## src/rtl/fifo_write_arbiter_if.sv

```systemverilog
// Bundle of the FIFO write-port arbitration signals.
// "master" is the producer/FIFO side, "slave" is the arbiter itself.
interface fifo_write_arbiter_if #(
  parameter int unsigned NUM_REQ    = 2,
  parameter int unsigned DATA_WIDTH = 8
);
  logic [NUM_REQ-1:0]            req;
  logic [NUM_REQ-1:0]            req_last;
  logic [NUM_REQ*DATA_WIDTH-1:0] req_data;
  logic                          fifo_full;
  logic [NUM_REQ-1:0]            grant;
  logic [NUM_REQ-1:0]            ack;
  logic                          fifo_write_en;
  logic [DATA_WIDTH-1:0]         fifo_data_in;
  logic                          busy;

  modport master (
    output req, req_last, req_data, fifo_full,
    input  grant, ack, fifo_write_en, fifo_data_in, busy
  );

  modport slave (
    input  req, req_last, req_data, fifo_full,
    output grant, ack, fifo_write_en, fifo_data_in, busy
  );
endinterface

```

## src/rtl/fifo_write_arbiter.sv

```systemverilog
// Round-robin arbiter sharing one FIFO write port between NUM_REQ producers.
// A grant lasts for one burst, ended by a last-word flag, the BURST_MAX cap,
// or the owner withdrawing its request. Nothing is written while the FIFO is full.
module fifo_write_arbiter #(
  parameter int unsigned NUM_REQ    = 2,
  parameter int unsigned DATA_WIDTH = 8,
  parameter int unsigned BURST_MAX  = 4
) (
  input logic               clock,
  input logic               reset,
  fifo_write_arbiter_if.slave bus
);

  localparam int unsigned IdxW    = (NUM_REQ > 1) ? $clog2(NUM_REQ) : 1;
  localparam logic [3:0]  LastCnt = 4'(BURST_MAX - 1);

  typedef enum logic {StIdle, StBurst} state_e;

  state_e               state_q;
  logic [NUM_REQ-1:0]   grant_q;
  logic                 busy_q;
  logic [3:0]           word_cnt_q;
  logic [IdxW-1:0]      rr_last_q;

  logic [IdxW-1:0]      owner_idx;
  logic [IdxW-1:0]      winner_idx;
  logic                 winner_found;
  logic                 owner_req;
  logic                 owner_last;
  logic                 owner_ack;
  logic [NUM_REQ-1:0]   ack_int;
  logic [DATA_WIDTH-1:0] owner_data;
  int unsigned          cand;

  // Index of the current owner, decoded from the one-hot grant.
  always_comb begin
    owner_idx = '0;
    for (int unsigned i = 0; i < NUM_REQ; i++) begin
      if (grant_q[i]) owner_idx = IdxW'(i);
    end
  end

  // First asserted request scanning upward from rr_last+1 with wrap.
  always_comb begin
    winner_idx   = '0;
    winner_found = 1'b0;
    cand         = 0;
    for (int unsigned k = 1; k <= NUM_REQ; k++) begin
      cand = (32'(rr_last_q) + k) % NUM_REQ;
      if (!winner_found && bus.req[cand]) begin
        winner_idx   = IdxW'(cand);
        winner_found = 1'b1;
      end
    end
  end

  // Owner handshake and write-port drive; reset suppresses any write in its cycle.
  always_comb begin
    owner_req  = |(grant_q & bus.req);
    owner_last = |(grant_q & bus.req_last);
    owner_data = bus.req_data[32'(owner_idx) * DATA_WIDTH +: DATA_WIDTH];
    ack_int    = '0;
    if (state_q == StBurst && !reset && !bus.fifo_full) begin
      ack_int = grant_q & bus.req;
    end
    owner_ack         = |ack_int;
    bus.ack           = ack_int;
    bus.fifo_write_en = owner_ack;
    bus.fifo_data_in  = (grant_q != '0 && !reset) ? owner_data : '0;
    bus.grant         = grant_q;
    bus.busy          = busy_q;
  end

  // Arbitration FSM with registered grant/busy.
  always_ff @(posedge clock) begin
    if (reset) begin
      state_q    <= StIdle;
      grant_q    <= '0;
      busy_q     <= 1'b0;
      word_cnt_q <= '0;
      rr_last_q  <= IdxW'(NUM_REQ - 1);
    end else begin
      unique case (state_q)
        StIdle: begin
          if (winner_found) begin
            state_q    <= StBurst;
            grant_q    <= NUM_REQ'(1) << winner_idx;
            busy_q     <= 1'b1;
            word_cnt_q <= '0;
          end
        end
        StBurst: begin
          if (!owner_req ||
              (owner_ack && (owner_last || word_cnt_q == LastCnt))) begin
            state_q    <= StIdle;
            grant_q    <= '0;
            busy_q     <= 1'b0;
            word_cnt_q <= '0;
            rr_last_q  <= owner_idx;
          end else if (owner_ack) begin
            word_cnt_q <= word_cnt_q + 4'd1;
          end
        end
        default: begin
          state_q <= StIdle;
          grant_q <= '0;
          busy_q  <= 1'b0;
        end
      endcase
    end
  end

endmodule

```

## src/flat_wrapper.sv

```systemverilog
// flat-port wrapper written by rule: the top's interface ports become plain ports
module fifo_write_arbiter_flat 
#(
  parameter int unsigned NUM_REQ    = 2,
  parameter int unsigned DATA_WIDTH = 8,
  parameter int unsigned BURST_MAX  = 4
)
  (clock, reset, bus_req, bus_req_last, bus_req_data, bus_fifo_full, bus_grant, bus_ack, bus_fifo_write_en, bus_fifo_data_in, bus_busy);
  fifo_write_arbiter_if #(.NUM_REQ(NUM_REQ), .DATA_WIDTH(DATA_WIDTH)) bus_i ();
  input logic clock;
  input logic reset;
  input wire logic [$bits(bus_i.req)-1:0] bus_req;
  input wire logic [$bits(bus_i.req_last)-1:0] bus_req_last;
  input wire logic [$bits(bus_i.req_data)-1:0] bus_req_data;
  input wire logic [$bits(bus_i.fifo_full)-1:0] bus_fifo_full;
  output wire logic [$bits(bus_i.grant)-1:0] bus_grant;
  output wire logic [$bits(bus_i.ack)-1:0] bus_ack;
  output wire logic [$bits(bus_i.fifo_write_en)-1:0] bus_fifo_write_en;
  output wire logic [$bits(bus_i.fifo_data_in)-1:0] bus_fifo_data_in;
  output wire logic [$bits(bus_i.busy)-1:0] bus_busy;
  assign bus_i.req = bus_req;
  assign bus_i.req_last = bus_req_last;
  assign bus_i.req_data = bus_req_data;
  assign bus_i.fifo_full = bus_fifo_full;
  assign bus_grant = bus_i.grant;
  assign bus_ack = bus_i.ack;
  assign bus_fifo_write_en = bus_i.fifo_write_en;
  assign bus_fifo_data_in = bus_i.fifo_data_in;
  assign bus_busy = bus_i.busy;
  fifo_write_arbiter #(.NUM_REQ(NUM_REQ), .DATA_WIDTH(DATA_WIDTH), .BURST_MAX(BURST_MAX)) u_core (.clock(clock), .reset(reset), .bus(bus_i));
endmodule
```

## config.mk

```make
export PLATFORM = sky130hd
export DESIGN_NAME = fifo_write_arbiter_flat
export DESIGN_NICKNAME = d
export VERILOG_FILES = /design/src/rtl/fifo_write_arbiter_if.sv /design/src/rtl/fifo_write_arbiter.sv /design/src/flat_wrapper.sv
export SDC_FILE = /design/constraint.sdc
export NUM_CORES = 1
export LEC_CHECK = 0
export ABC_AREA = 1
export CAP_MARGIN = 20
export CORE_MARGIN = 8
export CORE_UTILIZATION = 30
export CTS_CLUSTER_SIZE = 40
export DETAILED_ROUTE_END_ITERATION = 10
export HOLD_SLACK_MARGIN = 0.15
export PLACE_DENSITY = 0.69
export SYNTH_ARGS = -nofsm -noshare
export SYNTH_HDL_FRONTEND = slang
export SYNTH_SLANG_ARGS = --single-unit
```

## constraint.sdc

```tcl
create_clock -name clock -period 1.1 [get_ports clock]
set_clock_uncertainty 0.05 [all_clocks]
set_input_delay 0.165 -clock clock [delete_from_list [all_inputs] [get_ports clock]]
set_output_delay 0.165 -clock clock [all_outputs]
set_load 0.02 [all_outputs]
```

==> flow_metrics.py <==
metrics = {
    "routing": {
        "vias": 875,
        "drt_wl_total_um": 2250,
        "ant_nets": 0,
        "routed_via_density": 4.35,
        "drtPass1Iterations": 4,
        "first_iter_violations": 30,
        "wl_per_cell_um": 11.2,
        "drc_errors": 0,
    },
    "run_status": {
        "violations": "setup timing",
        "status": "complete, but fails checks",
    },
    "timing": {
        "fin_setup_tns_ps": -4480,
        "fmax_mhz": 716,
        "setup_viol": 21,
        "worst_slack_ps": -296,
        "slew_headroom": 0.857,
        "timing.final.crit_share": 1.27,
        "fin_crit_ps": 1400,
        "finalHoldViolCount": 0,
        "timing.hold.ws_ps": 362,
        "worstMarginPinSlew_ps": 213,
        "slew_violations": 0,
        "rsz0062_at_grt": "true",
    },
    "min_path": {
        "hold_start": "reset",
        "hold_path_class": "in -> reg",
        "whs_path_depth": 3,
        "hold_end": "u_core.state_q",
    },
    "yosys": {
        "synth.most_common_cell": "nand2_1",
        "ys_warn_count": 0,
        "netlist.area_leader.share": 0.274,
        "syn_nets": 138,
        "synth_edf_count": 0,
        "async_flop_share": 0,
        "synth_area_leader_cell": "dfxtp_1",
        "ys_dominant_reg_cell": "dfxtp_1",
        "yosys-top-cells-area": "dfxtp_1 (27%), nand2_1 (26%), nor2_1 (8.0%), inv_1 (6.8%), nand3_1 (4.6%)",
        "synthTopCellsByCount": "nand2_1 (46), nor2_1 (14), inv_1 (12)",
        "synth_seq_area_share": 0.274,
        "synth_cells": 114,
        "syn-cell-area_um2": 658,
        "synth-seq-cells": 9,
        "syn_avg_cell_area_um2": 5.77,
        "ys_types": 23,
    },
    "die": {
        "rows": 17,
        "core_um2": 2150,
        "die_w_um": 62.8,
        "start_util": 0.306,
        "die-area_um2": 3950,
        "io_pins": 37,
        "die_h_um": 62.8,
    },
    "worst_setup_path": {
        "cp.required_ps": 880,
        "r2r.worst_path.cells": 8,
        "reg2reg_slack_ps": -260,
        "path_max_fanout": 6,
        "crit_path_end_kind": "primary output",
        "crit_arrival_ps": 1180,
        "critical_path_class": "reg -> out",
        "r2r-end": "u_core.word_cnt_q[3]",
        "cp-start-kind": "flip-flop",
        "r2r-start": "u_core.bus.grant[1]",
        "startpoint": "u_core.bus.grant[1]",
    },
    "global_routing": {
        "grt_max_degree": 10,
        "grt_overflow": 0,
        "grt_pass1_vias": 963,
        "grt.total_usage": 0.117,
        "grt_pass1_wl_um": 3880,
        "antenna_found_initial": 0,
    },
    "finish": {
        "finalNonFillerCells": 201,
        "syn2layout_area_growth_pct": 107,
        "final_core_util": 0.634,
        "drive_above_1_share": 0.474,
        "antennaDiodeCount": 0,
        "n_fill_cell": 201,
        "fin_area_um2": 1360,
        "final_nets": 198,
    },
    "cts": {
        "clk_pin_slew_ps": 60,
        "cts_buffer_depth": 2,
        "ctsHoldBuffers": 0,
        "clockRootBuffer": "clkbuf_4",
        "numCtsBuffers": 3,
        "cts.sinks": 9,
        "h-tree-depth": 1,
        "worstSkewPairLatency_ps": 260,
        "tritoncts": "built",
    },
    "place": {
        "io_buffers": 36,
        "place_ws_ps": -740,
        "dp_hpwl_um": 1840,
        "place_area_um2": 1220,
        "place.gp.congestion": 0.780,
        "placed_cells": 194,
    },
    "pwr": {
        "power_density_nw_per_um2": 791,
        "power_mw": 1.08,
        "irDropWorstVdd_v": 0.000614,
        "p_leak_nw": 0.659,
    },
    "run": {
        "maxCapViolations": 0,
    },
}
==> final cells by class <==
cell class | count | area (µm²) | area share
inverters | 18 | 72.6 | 0.0533
multi-input cells | 85 | 497 | 0.365
well taps | 28 | 35.0 | 0.0257
flip-flops and latches | 9 | 191 | 0.140
clock buffers | 4 | 26.3 | 0.0193
repair buffers | 57 | 541 | 0.397
==> critical path: stages, from the launching register on <==
cell and delay [ps]:
dfxtp_4 410, nor2_4 50, nor2_4 130, buf_6 130, nand2_1 60, inv_2 50, buf_6 100
==> where the power goes <==
part	switching [mW]	total [mW]	internal [mW]
clock	0.115	0.255	0.140
combinational	0.217	0.458	0.241
sequential	0.0206	0.365	0.344
total	0.352	1.08	0.725
==> layout by cell type (no fill, tap or decap), types with 4 or more instances in the layout <==
master / count
nand2_1: 37
clkdlybuf4s50_1: 19
buf_6: 17
buf_4: 17
inv_2: 13
nor2_1: 10
nand2_2: 9
nor2_4: 4
inv_1: 4
nand3_1: 4
dfxtp_1: 4
==> flip-flops by register name, indices dropped and copies added (netlist names) <==
| signal | count |
|---|---|
| u_core.rr_last_q | 1 |
| u_core.bus.grant | 2 |
| u_core.word_cnt_q | 4 |
| u_core.state_q | 1 |
| u_core.bus.busy | 1 |
==> kinds of logic after synthesis <==
kind of cell / count (synthesis) / synth area share
AO/OA/AOI/OAI: 8 / 0.0760
XOR/XNOR: 2 / 0.0266
adder cells (fa/ha/maj): 1 / 0.0190
buffers and inverters: 20 / 0.122
flip-flops: 9 / 0.274
AND/OR/NAND/NOR: 74 / 0.483
==> timing repair <==
item	in CTS	in global routing
gates resized for setup	101	9
setup buffers	3	0
endpoints found under the setup margin	23	23
pin swaps	9	4
==> how the worst max path moves through the flow <==
stage,endpoint
after floorplan,u_core.rr_last_q
after global placement,bus_fifo_data_in[7]
after detailed placement,bus_fifo_data_in[6]
after CTS,bus_fifo_data_in[5]
after global routing,bus_fifo_data_in[5]
final,bus_fifo_data_in[2]
==> per-layer routing <==
layer / vias to the layer above / track usage / share of wire
li1: 464 / - / -
met1: 381 / 0.0927 / 0.36
met2: 26 / 0.234 / 0.54
met3: 4 / 0.0627 / 0.083
met4: 0 / 0.0399 / 0.011
met5: - / 0 / 0
(Power assumes the default switching activity.)
